File: config.mk
export PLATFORM = sky130hd
export DESIGN_NAME = wb_commit_unit
export DESIGN_NICKNAME = d
export VERILOG_FILES = /design/src/rtl/npc_pkg.sv /design/src/rtl/wbu_load_align.sv /design/src/rtl/wb_commit_unit.sv
export SDC_FILE = /design/constraint.sdc
export NUM_CORES = 1
export LEC_CHECK = 0
export ABC_AREA = 0
export BUFFER_PORTS_ARGS = -buffer_cell sky130_fd_sc_hd__buf_2
export CORE_MARGIN = 4
export CORE_UTILIZATION = 35
export CTS_BUF_LIST = sky130_fd_sc_hd__clkbuf_4 sky130_fd_sc_hd__clkbuf_8
export DETAILED_ROUTE_END_ITERATION = 10
export PLACE_DENSITY = 0.67
export SLEW_MARGIN = 10
export SYNTH_ARGS = -nofsm -noshare
export SYNTH_HDL_FRONTEND = slang
export SYNTH_SLANG_ARGS = --single-unit
File: constraint.sdc
create_clock -name clk -period 9.5 [get_ports clk]
set_input_delay 0.475 -clock clk [delete_from_list [all_inputs] [get_ports clk]]
set_output_delay 0.475 -clock clk [all_outputs]
set_load 0.01 [all_outputs]
File: src/rtl/npc_pkg.sv
// Shared types and constants for the writeback/commit slice.
// States, load funct3 encodings and default datapath widths.
package npc_pkg;

  localparam int XLEN    = 64;
  localparam int REG_AW  = 5;
  localparam int CNT_W   = 64;

  typedef enum logic [1:0] {
    WB_IDLE     = 2'd0,
    WB_WAIT_MEM = 2'd1,
    WB_COMMIT   = 2'd2
  } wb_state_t;

  localparam logic [2:0] LOAD_FN_LB  = 3'b000;
  localparam logic [2:0] LOAD_FN_LH  = 3'b001;
  localparam logic [2:0] LOAD_FN_LW  = 3'b010;
  localparam logic [2:0] LOAD_FN_LD  = 3'b011;
  localparam logic [2:0] LOAD_FN_LBU = 3'b100;
  localparam logic [2:0] LOAD_FN_LHU = 3'b101;
  localparam logic [2:0] LOAD_FN_LWU = 3'b110;
  localparam logic [2:0] LOAD_FN_NA  = 3'b111;

endpackage

File: src/rtl/wbu_load_align.sv
// Shifts the LSU doubleword down to the load address and
// sign/zero-extends it according to the load funct3.
module wbu_load_align
  import npc_pkg::*;
#(
  parameter int W = XLEN
) (
  input  logic [W-1:0] rdata,
  input  logic [2:0]   fn,
  input  logic [2:0]   addr_lo,
  output logic [W-1:0] data
);

  logic [W-1:0] d;

  // misaligned offsets are not trapped here; bytes fall off the top
  assign d = rdata >> {addr_lo, 3'b000};

  always_comb begin
    data = '0;
    unique case (fn)
      LOAD_FN_LB:  data = {{(W-8){d[7]}}, d[7:0]};
      LOAD_FN_LH:  data = {{(W-16){d[15]}}, d[15:0]};
      LOAD_FN_LW:  data = {{(W-32){d[31]}}, d[31:0]};
      LOAD_FN_LD:  data = d;
      LOAD_FN_LBU: data = {{(W-8){1'b0}}, d[7:0]};
      LOAD_FN_LHU: data = {{(W-16){1'b0}}, d[15:0]};
      LOAD_FN_LWU: data = {{(W-32){1'b0}}, d[31:0]};
      LOAD_FN_NA:  data = '0;
    endcase
  end

endmodule

File: src/rtl/wb_commit_unit.sv
// Writeback/commit stage: takes one retired op from execute, waits
// for load data when needed, then drives the regfile port for a cycle.
module wb_commit_unit
  import npc_pkg::*;
#(
  parameter int DATA_WIDTH = XLEN,
  parameter int ADDR_WIDTH = REG_AW,
  parameter int PC_WIDTH   = XLEN
) (
  input  logic                  clk,
  input  logic                  rst,
  input  logic                  in_valid,
  output logic                  in_ready,
  input  logic [PC_WIDTH-1:0]   in_pc,
  input  logic [ADDR_WIDTH-1:0] in_rd,
  input  logic                  in_wen,
  input  logic [DATA_WIDTH-1:0] in_alu_result,
  input  logic                  in_is_load,
  input  logic [2:0]            in_load_fn,
  input  logic [2:0]            in_addr_lo,
  input  logic                  mem_rvalid,
  input  logic [DATA_WIDTH-1:0] mem_rdata,
  output logic                  reg_wen,
  output logic [ADDR_WIDTH-1:0] reg_rd,
  output logic [DATA_WIDTH-1:0] reg_wdata,
  output logic                  retire_valid,
  output logic [PC_WIDTH-1:0]   retire_pc,
  output logic [CNT_W-1:0]      retire_cnt
);

  wb_state_t state, state_nx;

  logic [PC_WIDTH-1:0]   pc_q;
  logic [ADDR_WIDTH-1:0] rd_q;
  logic                  wen_q;
  logic [2:0]            fn_q;
  logic [2:0]            lo_q;

  logic hs, alu_done, mem_done, commit;
  logic wait_mem;

  logic [DATA_WIDTH-1:0] ld_data;
  logic [DATA_WIDTH-1:0] c_data;
  logic [ADDR_WIDTH-1:0] c_rd;
  logic [PC_WIDTH-1:0]   c_pc;
  logic                  c_wen;

  assign wait_mem = (state == WB_WAIT_MEM);
  assign in_ready = ~wait_mem;
  assign hs       = in_valid & in_ready;
  assign alu_done = hs & ~in_is_load;
  assign mem_done = wait_mem & mem_rvalid;
  assign commit   = alu_done | mem_done;

  wbu_load_align #(
    .W (DATA_WIDTH)
  ) u_align (
    .rdata   (mem_rdata),
    .fn      (fn_q),
    .addr_lo (lo_q),
    .data    (ld_data)
  );

  // a load commits from the captured fields, an ALU op straight from input
  assign c_data = mem_done ? ld_data : in_alu_result;
  assign c_rd   = mem_done ? rd_q    : in_rd;
  assign c_pc   = mem_done ? pc_q    : in_pc;
  assign c_wen  = mem_done ? wen_q   : in_wen;

  always_comb begin
    state_nx = WB_IDLE;
    unique case (1'b1)
      mem_done:               state_nx = WB_COMMIT;
      wait_mem & ~mem_rvalid: state_nx = WB_WAIT_MEM;
      hs & in_is_load:        state_nx = WB_WAIT_MEM;
      alu_done:               state_nx = WB_COMMIT;
      default:                state_nx = WB_IDLE;
    endcase
  end

  always_ff @(posedge clk or posedge rst) begin
    if (rst) begin
      state <= WB_IDLE;
      pc_q  <= '0;
      rd_q  <= '0;
      wen_q <= 1'b0;
      fn_q  <= '0;
      lo_q  <= '0;
    end else begin
      state <= state_nx;
      if (hs) begin
        pc_q  <= in_pc;
        rd_q  <= in_rd;
        wen_q <= in_wen;
        fn_q  <= in_load_fn;
        lo_q  <= in_addr_lo;
      end
    end
  end

  always_ff @(posedge clk or posedge rst) begin
    if (rst) begin
      reg_wen      <= 1'b0;
      reg_rd       <= '0;
      reg_wdata    <= '0;
      retire_valid <= 1'b0;
      retire_pc    <= '0;
      retire_cnt   <= '0;
    end else begin
      reg_wen      <= commit & c_wen & (c_rd != '0);
      retire_valid <= commit;
      if (commit) begin
        reg_rd     <= c_rd;
        reg_wdata  <= c_data;
        retire_pc  <= c_pc;
        retire_cnt <= retire_cnt + 64'd1;
      end
    end
  end

endmodule

==> out/results.txt, run 1 <==
Status: finished, final reports clean
DRC viols: 0
Top cell family by delay on the critical path: buffers and inverters
Post-synth cell types: 63
Clock buffer depth: 3
Syn Area/Cell: 10.3 um^2
Core Region: 40100 um^2
Register share of total power: 37.5%
Synth warn: 0
Clock transition at path regs: 0.06 ns
Fin crit period: 3.68 ns
Vias in the first global route: 12.3k
WS Path Type: reg -> reg
Root Driver: clkbuf_8
Combinational fraction of design power: 36.2%
Final Instance Count excl. Fillers: 2343
Sink Count: 277
Top post-synthesis cells by area: dfrtp_1 48%, mux2_2 8.8%, nand2_1 6.3%
Max-cap violations: 0
Worst hold path type: in -> async
Routed WL per cell: 20.0 um
Sequential fraction of the synthesis area: 48.5%
Worst slew margin: 27.7%
Die X: 210 um
Slowest cell on crit path: buf_4
Via density per instance: 5.25
Num ports: 409
DR vias: 12.3k
Largest net degree at the start of global routing: 159
Multi-input logic area: 6850 um^2
Area share of the largest cell type after synthesis: 48.5%
DRT antenna net count: 0
Cell-internal power: 3.06 mW
Share of layout cells above drive strength 1: 40.5%
Fin util: 44.4%
Total Power: 4.87 mW
P&R area growth vs syn: 24.5%
Number of flops mapped to enable cells by yosys: 0
FF+latch area: 6940 um^2
VDD IR-drop max: 0.000160 V
Bufs and invs on worst path: 3
Skew final: 0.0333 ns
Worst-Skew Late Latency: 0.63 ns
Final setup violation count: 0
WP data required: 10.04 ns
First-pass GRT wire length: 72000 um
Netlist Area Pre-Place: 14300 um^2
Simple-gate portion of the synthesized area: 18.3%
Post-Place Worst Slack: 5.66 ns
Synth Instances: 1393
TritonCTS buffer count: 51
Tot GR Track Use: 20.4%
Fmax: 271 MHz
Synth Area in Compound Gates: 11.9%
Clock power frac: 26.3%
CTS tree: done
RSZ-0062 raised after global routing: no
Global-route congestion overflow total: 0
Synth Area in XOR/XNOR: 3.86%
Worst-path cell chain: and3b_4, a31oi_4, buf_4, inv_6, buf_4, o21ai_0, a21oi_2
Setup tns final: 0 ns
Commonest non-fill, non-tap cell in the layout: buf_2
Power Dens Cells: 273 nW/um^2
Post-DP HPWL: 33200 um
Synth area leader: dfrtp_1
Placed cell areas: 16600 um^2
Setup Buffers After CTS: 0
Mux share of post-synthesis cell area: 13.5%
CP Capture Type: flop
Asr flop ratio synth: 100%
#FFs+latches synth: 277
Hold Buf Count CTS: 0
Die area: 44200 um^2
Tcrit/Tclk final: 38.8%
Final Instance Area: 17800 um^2
Routability Congestion: 0.931
DR pass1 iterations: 5
Nets: 1978
CP Launch Type: flop
Psw: 1.81 mW
Top_reg_cell synth: dfrtp_1
H-tree Lvls: 2
Num rows: 73
CTS resizes: 0
Largest family of logic cells by synthesized area: simple AND/OR/NAND/NOR gates
Net Sw Frac: 37.2%
Final wirelength: 46800 um
Fin. max-slew vios: 0
Pleak: 8.16 nW
Dpl cells: 2240
# fillers: 3868
Arrival time worst endpoint: 4.22 ns
Die height: 210 um
Starting Density: 35.7%
Fin. Hold Viols: 0
Fin Hold WS: 0.0000768 ns
Iter 0 DRT Violations: 1049
Most frequent cells in the layout: 408 x buf_2, 274 x dfrtp_1, 238 x nand2_1, 112 x mux2_2, 104 x nor2_1
Setup slack after layout: 5.82 ns
Most used cell, CP: buf_4
IO buf count: 408
Worst-path maximum fanout: 121
Initial antenna violation count: 11
Worst Tran Pin Value: 1.08 ns
Worst stage delay on the critical path: 0.83 ns
Adder-Cell Fraction of Synth Area: 0.0875%
Syn nets: 1603
==> synthesized netlist by cell type, types with 3 or more instances <==
cell       number
clkbuf_1       49
and3_1          9
and2_1          3
nand2b_1        6
xor2_1         39
nand2_1       239
a21oi_1        24
nand4_1        15
mux4_2         14
a31oi_1        70
o211ai_1        7
o2bb2ai_1       8
mux2_2        112
nand4_2         3
nor2_1        104
o21ai_0        63
dfrtp_1       277
nand3_1        21
nor3_1         16
buf_2          26
or4_1           4
a22oi_1         6
or2_2           9
buf_4           7
nor4_2         10
a21oi_2        40
nor4_1          7
or3_1          50
inv_1          11
nor3_2          8
o22ai_1        20
buf_6          13
nor2b_1         6
mux2i_1        34
a311oi_1        7
xnor2_1        24
==> final timing paths <==
| kind | from | to | slack [ns] | cells after the start |
|---|---|---|---|---|
| setup / recovery | state[1]$_DFF_PP0_ | reg_wdata[24]$_DFFE_PP0P_ | 5.82 | 7 |
| hold / removal | rst | retire_pc[6]$_DFFE_PP0P_ | 0.00008 | 2 |
| max in group asynchronous | rst | lo_q[1]$_DFFE_PP0N_ | 8.06 | 3 |
| min in group clk | in_load_fn[0] | fn_q[0]$_DFFE_PP0N_ | 0.09 | 2 |
| hold reg to reg | reg_wdata[15]$_DFFE_PP0P_ | reg_wdata[15]$_DFFE_PP0P_ | 0.48 | 2 |
| setup reg to reg | state[1]$_DFF_PP0_ | reg_wdata[24]$_DFFE_PP0P_ | 5.82 | 7 |
==> layer usage <==
| metal | wire (um) | global-route usage [%] | vias up |
|---|---|---|---|
| met5 | 40 | 0 | - |
| met3 | 3460 | 5.02 | 102 |
| li1 | - | - | 5698 |
| met2 | 22500 | 33.3 | 475 |
| met4 | 1880 | 9.29 | 6 |
| met1 | 18900 | 25.7 | 6030 |
==> logic make-up after synthesis <==
logic type               after synthesis
AO/OA/AOI/OAI                        255
XOR/XNOR                              63
adder cells (fa/ha/maj)                1
buffers and inverters                108
flip-flops                           277
multiplexers                         161
AND/OR/NAND/NOR                      528
==> power groups by stage <==
stage / Combinational, mW / Sequential (mW) / Clock [mW]
after floorplan: 0.992 / 1.93 / 0
after global placement: 1.74 / 1.82 / 0
after detailed placement: 1.77 / 1.84 / 0
after CTS: 1.78 / 1.82 / 1.32
after global routing: 1.92 / 1.87 / 1.38
final: 1.76 / 1.82 / 1.28
==> area by class of cell <==
| cell class | count | share of cell area (%) |
|---|---|---|
| tap | 525 | 3.69 |
| clock inverter | 14 | 0.864 |
| clock buffer | 80 | 5.62 |
| timing repair buffer | 418 | 12.0 |
| antenna | 9 | 0.126 |
| multi-input combinational | 1008 | 38.5 |
| sequential | 277 | 38.9 |
| inverter | 12 | 0.323 |
==> worst register-to-register path: cells and delay by family (launching register included) <==
| family | cells | cell delay (ns) |
|---|---|---|
| buf+inv | 3 | 1.99 |
| simple gates | 1 | 0.79 |
| compound gates | 3 | 0.47 |
| flops | 1 | 0.39 |
==> sequential cells by signal, summed over array words and instances, names as in the netlist <==
signal	flops
state	2
pc_q	64
reg_wdata	64
retire_pc	64
fn_q	3
reg_wen	1
rd_q	5
retire_cnt	64
lo_q	3
retire_valid	1
reg_rd	5
wen_q	1
Note: power is estimated with default switching activity, not from simulation.
==> run 2: changes to the inputs <==
==> constraint.sdc (replaced) <==
create_clock -name clk -period 3.55 [get_ports clk]
set_input_delay 0.1775 -clock clk [delete_from_list [all_inputs] [get_ports clk]]
set_output_delay 0.1775 -clock clk [all_outputs]
set_load 0.01 [all_outputs]
==> out/results.txt, run 2 (synthesized netlist as in run 1, its figures left out) <==
R2r endpoint: reg_wdata[44]$_DFFE_PP0P_
Sink Count: 277 (unchanged)
# fillers: 3642 (-5.8%)
Root Driver: clkbuf_8
Final setup violation count: 0 (unchanged)
Worst Tran Pin Value: 1.16 ns (+0.0729 ns)
Fin crit period: 3.15 ns (-0.534 ns)
Die height: 210 um (unchanged)
Core Region: 40100 um^2 (unchanged)
First-pass GRT wire length: 76700 um (+6.6%)
Reg-to-reg startpoint: lo_q[0]$_DFFE_PP0N_
Share of layout cells above drive strength 1: 37.7% (-2.8 points)
Starting Density: 35.7% (unchanged)
Nets: 2148 (+8.6%)
CTS resizes: 0 (unchanged)
CP Capture Type: flop
Tcrit/Tclk final: 88.7% (+50 points)
WP data required: 4.03 ns (-6.01 ns)
Setup crit end: reg_wdata[44]$_DFFE_PP0P_
Worst slew margin: 22.9% (-4.9 points)
Fin. Hold Viols: 0 (unchanged)
Routed WL per cell: 19.8 um (-0.78%)
Hold Buf Count CTS: 154 (+154)
Initial antenna violation count: 9 (-2)
Num ports: 409 (unchanged)
Crit. Startpoint: lo_q[0]$_DFFE_PP0N_
Worst-Skew Late Latency: 0.60 ns (-0.03 ns)
IO buf count: 408 (unchanged)
Worst-path cell chain: nand2b_1, o22ai_4, o31ai_4, a211oi_4, buf_4, a21oi_2, dlygate4sd3_1
DR pass1 iterations: 7 (+2)
Power Dens Cells: 674 nW/um^2 (+150%)
Tot GR Track Use: 21.7% (+1.3 points)
Die X: 210 um (unchanged)
CP Launch Type: flop
Iter 0 DRT Violations: 1077 (+2.7%)
Slowest cell on crit path: dfrtp_2
Most frequent cells in the layout: 408 x buf_2, 274 x dfrtp_1, 238 x nand2_1, 154 x dlygate4sd3_1, 112 x mux2_2
Die area: 44200 um^2 (unchanged)
Pleak: 8.86 nW (+8.7%)
Largest net degree at the start of global routing: 122 (-23%)
Via density per instance: 5.28 (+0.47%)
Worst hold path type: in -> reg
Num rows: 73 (unchanged)
Clock buffer depth: 3 (unchanged)
Max-cap violations: 0 (unchanged)
VDD IR-drop max: 0.000374 V (+130%)
WS Path Type: reg -> reg
Worst-path maximum fanout: 32 (-74%)
Worst R2R Path Depth: 7 (unchanged)
Clock transition at path regs: 0.06 ns (about the same)
Setup slack after layout: 0.399 ns (-5.42 ns)
DRT antenna net count: 0 (unchanged)
Setup Buffers After CTS: 0 (unchanged)
Final wirelength: 49700 um (+6.2%)
Vias in the first global route: 13.5k (+9.0%)
R2R setup slack: 0.40 ns (-5.42 ns)
P&R area growth vs syn: 35.9%
Arrival time worst endpoint: 3.63 ns (-0.59 ns)
DR vias: 13.2k (+7.5%)
Skew final: 0.0308 ns (-0.00249 ns)
Post-DP HPWL: 34800 um (+5.0%)
Post-Place Worst Slack: 0.959 ns (-4.70 ns)
DRC viols: 0 (unchanged)
TritonCTS buffer count: 49 (-3.9%)
CTS tree: done
Commonest non-fill, non-tap cell in the layout: buf_2
Placed cell areas: 16800 um^2 (+1.1%)
Status: finished, final reports clean
Worst stage delay on the critical path: 0.67 ns (-0.16 ns)
Fmax: 317 MHz (+17%)
Global-route congestion overflow total: 0 (unchanged)
Final Instance Area: 19400 um^2 (+9.2%)
Routability Congestion: 0.914 (-1.8%)
Fin. max-slew vios: 0 (unchanged)
RSZ-0062 raised after global routing: no
H-tree Lvls: 2 (unchanged)
-- run 2: changes by cell type in the layout (fill, tap and decap cells not counted), moves of 2 or more --
cell,delta
dlygate4sd3_1,+154
buf_4,+13
buf_12,+5
clkinv_2,-5
clkbuf_4,+4
bufinv_16,-2
clkbuf_8,-2
-- run 2: worst min path at each step --
stage / end / depth (start not counted) / startpoint
2_1_floorplan: reg_wdata[63]$_DFFE_PP0P_ / 2 / mem_rdata[63]
3_3_place_gp: fn_q[0]$_DFFE_PP0N_ / 2 / in_load_fn[0]
3_5_place_dp: fn_q[0]$_DFFE_PP0N_ / 2 / in_load_fn[0]
4_1_cts: reg_wdata[43]$_DFFE_PP0P_ / 5 / mem_rdata[51]
5_1_grt: reg_wdata[42]$_DFFE_PP0P_ / 5 / mem_rdata[50]
6_report: reg_wdata[43]$_DFFE_PP0P_ / 5 / mem_rdata[51]
-- run 2: area by class of cell --
cell class | instances | area (um^2) | share of cell area, %
tap | 525 | 657 | 3.38
clock inverter | 6 | 65.1 | 0.335
antenna | 8 | 20.0 | 0.103
sequential | 277 | 6940 | 35.7
multi-input combinational | 1008 | 6840 | 35.2
timing repair buffer | 590 | 3870 | 19.9
inverter | 12 | 53.8 | 0.277
clock buffer | 82 | 1000 | 5.16
-- run 2: power breakdown --
| group | switching (mW) | internal (mW) | total [mW] | leakage [nW] |
|---|---|---|---|---|
| Sequential | 0.733 | 4.23 | 4.96 | 3.30 |
| Clock | 1.36 | 1.85 | 3.21 | 0.574 |
| Combinational | 2.76 | 2.18 | 4.94 | 4.99 |
-- run 2: critical path, delay by kind of cell, from the launching register on --
| family | cells | cell delay (ns) |
|---|---|---|
| buf+inv | 2 | 1.07 |
| compound gates | 4 | 0.80 |
| flops | 1 | 0.67 |
| simple gates | 1 | 0.41 |
-- run 2: per-layer routing --
layer	wire (um)	vias to the layer above	global-route usage, %
li1	-	6032	-
met4	2010	4	9.88
met1	19500	6481	27.3
met2	24300	600	35.7
met5	40	-	0
met3	3790	123	4.79
-- run 2: stage by stage --
step	std cells	TNS, ns	hold slack (ns)	util, %	power, mW
5_1_grt	2507	0	0.0542	48.5	13.9
4_1_cts	2500	0	0.0126	48.5	13.2
2_1_floorplan	1393	-81.12	0.310	-	7.83
6_report	2508	0	0.0707	48.5	13.1
3_5_place_dp	2258	0	0.419	41.9	9.68
3_3_place_gp	2258	0	0.417	41.9	9.56
==> run 3: changes to the inputs <==
--- a/config.mk
+++ b/config.mk
@@ -7,6 +7,7 @@
 export LEC_CHECK = 0
 export ABC_AREA = 0
 export BUFFER_PORTS_ARGS = -buffer_cell sky130_fd_sc_hd__buf_2
+export CORE_ASPECT_RATIO = 0.8
 export CORE_MARGIN = 4
 export CORE_UTILIZATION = 35
 export CTS_BUF_LIST = sky130_fd_sc_hd__clkbuf_4 sky130_fd_sc_hd__clkbuf_8
==> out/results.txt, run 3 (synthesized netlist as in run 1, its figures left out) <==
Status: finished, final reports clean
Core Region: 39900 um^2 (-0.41%)
Max-cap violations: 0 (unchanged)
DRC viols: 0 (unchanged)
RSZ-0062 raised after global routing: no
Worst-path cell chain: mux2_2, o22ai_4, o31ai_4, a211oi_4, buf_4, a21oi_2, dlygate4sd3_1
Largest net degree at the start of global routing: 116 (-4.9%)
Skew final: 0.0348 ns (+0.00401 ns)
Most frequent cells in the layout: 408 x buf_2, 274 x dfrtp_1, 238 x nand2_1, 149 x dlygate4sd3_1, 112 x mux2_2
Net Sw Frac: 37.2% (+0.18 points)
Reg-to-reg startpoint: lo_q[1]$_DFFE_PP0N_
Sink Count: 277 (unchanged)
Initial antenna violation count: 8 (-1)
Commonest non-fill, non-tap cell in the layout: buf_2
Worst stage delay on the critical path: 0.70 ns (+0.03 ns)
Root Driver: clkbuf_8
Post-DP HPWL: 33700 um (-3.3%)
Final Instance Count excl. Fillers: 2503 (-0.20%)
DR vias: 13.1k (-1.0%)
Cell-internal power: 8.17 mW (-0.99%)
FF+latch area: 6940 um^2 (unchanged)
WP data required: 3.98 ns (-0.05 ns)
Tot GR Track Use: 21.3% (-0.32 points)
Psw: 4.85 mW (-0.21%)
Die height: 189 um (-10%)
Worst-Skew Late Latency: 0.58 ns (-0.02 ns)
Fin crit period: 3.14 ns (-0.0142 ns)
Clock transition at path regs: 0.06 ns (about the same)
Multi-input logic area: 6840 um^2 (about the same)
First-pass GRT wire length: 75700 um (-1.4%)
Routed WL per cell: 19.4 um (-2.0%)
Power Dens Cells: 675 nW/um^2 (about the same)
Via density per instance: 5.24 (-0.82%)
Tcrit/Tclk final: 88.4% (-0.40 points)
DRT antenna net count: 0 (unchanged)
H-tree Lvls: 2 (unchanged)
Fmax: 319 MHz (+0.45%)
Worst Tran Pin Value: 0.938 ns (-0.219 ns)
Bufs and invs on worst path: 2 (unchanged)
Fin. Hold Viols: 0 (unchanged)
CP Launch Type: flop
Dpl cells: 2263 (+0.22%)
Fin util: 48.3% (-0.17 points)
Clock buffer depth: 3 (unchanged)
Fin. max-slew vios: 0 (unchanged)
Starting Density: 35.8% (+0.15 points)
Final wirelength: 48600 um (-2.2%)
Setup Buffers After CTS: 0 (unchanged)
Clock power frac: 24.2% (-0.3 points)
CP Capture Type: flop
Final setup violation count: 0 (unchanged)
Worst slew margin: 37.5% (+15 points)
Num rows: 65 (-11%)
Pleak: 8.78 nW (-0.90%)
Vias in the first global route: 13.2k (-1.7%)
Share of layout cells above drive strength 1: 37.4% (-0.27 points)
P&R area growth vs syn: 34.9%
Hold Path Sink: reg_wdata[27]$_DFFE_PP0P_
Iter 0 DRT Violations: 1218 (+13%)
Die area: 44200 um^2 (about the same)
Die X: 234 um (+11%)
Arrival time worst endpoint: 3.57 ns (-0.06 ns)
Setup tns final: 0 ns (unchanged)
WS Path Type: reg -> reg
DR pass1 iterations: 5 (-2)
Worst R2R Path Depth: 7 (unchanged)
VDD IR-drop max: 0.000516 V (+38%)
Num ports: 409 (unchanged)
Hold Buf Count CTS: 149 (-3.2%)
R2R setup slack: 0.41 ns (about the same)
Slowest cell on crit path: dfrtp_2
IO buf count: 408 (unchanged)
Register share of total power: 38.0% (+0.2 points)
Top cell family by delay on the critical path: buffers and inverters
Routability Congestion: 0.987 (+8.0%)
Nets: 2136 (-0.56%)
Worst hold path type: in -> reg
TritonCTS buffer count: 48 (-2.0%)
Hold Crit Start: in_alu_result[27]
Global-route congestion overflow total: 0 (unchanged)
Worst-path maximum fanout: 32 (unchanged)
Combinational fraction of design power: 37.7% (about the same)
CTS resizes: 0 (unchanged)
CTS tree: done
Hold Crit Depth: 4 (-1)
R2r endpoint: reg_wdata[61]$_DFFE_PP0P_
# fillers: 3708 (+1.8%)
[run 3: cell count changes in the layout (fill, tap and decap cells not counted), moves of 2 or more]
cell	previous run	this run
clkbuf_8	62	55
dlygate4sd3_1	154	149
buf_4	22	18
clkinv_2	3	7
clkbuf_4	20	17
buf_12	6	4
bufinv_16	1	3
[run 3: through the flow]
step / worst slack [ns] / power [mW] / hold slack, ns / instance area [um^2]
floorplan: -0.293 / 7.83 / 0.310 / 14300
global placement: 1.04 / 9.55 / 0.316 / 16800
detailed placement: 0.979 / 9.66 / 0.314 / 16800
CTS: 0.473 / 13.1 / 0.00379 / 19300
global route: 0.254 / 13.8 / 0.0528 / 19300
finish: 0.414 / 13.0 / 0.0547 / 19300
[run 3: final cells by class]
type / instances / area share [%]
Antenna cell: 7 / 0.0908
Timing Repair Buffer: 579 / 19.4
Clock buffer: 72 / 4.58
Inverter: 12 / 0.279
Tap cell: 536 / 3.47
Clock inverter: 12 / 0.778
Sequential cell: 277 / 35.9
Multi-Input combinational cell: 1008 / 35.4
[run 3: routing by layer]
metal  wire, um  vias up  global-route usage [%]
met4       1180        2                    6.26
met2      21600      581                    32.1
met3       4820       87                    6.27
met1      21000     6421                    29.8
met5         13        -                       0
li1           -     6014                       -
[run 3: worst reg2reg max path, stage by stage, from the launching register on]
cell and delay (ns):
dfrtp_2 0.70, mux2_2 0.43, o22ai_4 0.21, o31ai_4 0.19, a211oi_4 0.26, buf_4 0.49, a21oi_2 0.13, dlygate4sd3_1 0.61
[run 3: power groups by stage]
stage	registers, mW	logic [mW]	clock network, mW
final	4.95	4.91	3.15
after global routing	5.09	5.34	3.41
after CTS	4.93	4.90	3.26
after detailed placement	4.97	4.69	0
after global placement	4.92	4.63	0
after floorplan	5.18	2.66	0
[run 3: how the worst max path moves through the flow]
stage                                end  slack, ns                 from  cells past startpoint
2_1_floorplan        fn_q[0]$_DFFE_PP0N_      -0.29                  rst                      1
3_3_place_gp   reg_wdata[63]$_DFFE_PP0P_       1.04  lo_q[1]$_DFFE_PP0N_                      6
3_5_place_dp   reg_wdata[32]$_DFFE_PP0P_       0.98  lo_q[1]$_DFFE_PP0N_                      6
4_1_cts        reg_wdata[63]$_DFFE_PP0P_       0.47  lo_q[1]$_DFFE_PP0N_                      7
5_1_grt        reg_wdata[61]$_DFFE_PP0P_       0.25  lo_q[0]$_DFFE_PP0N_                      8
6_report       reg_wdata[61]$_DFFE_PP0P_       0.41  lo_q[1]$_DFFE_PP0N_                      7
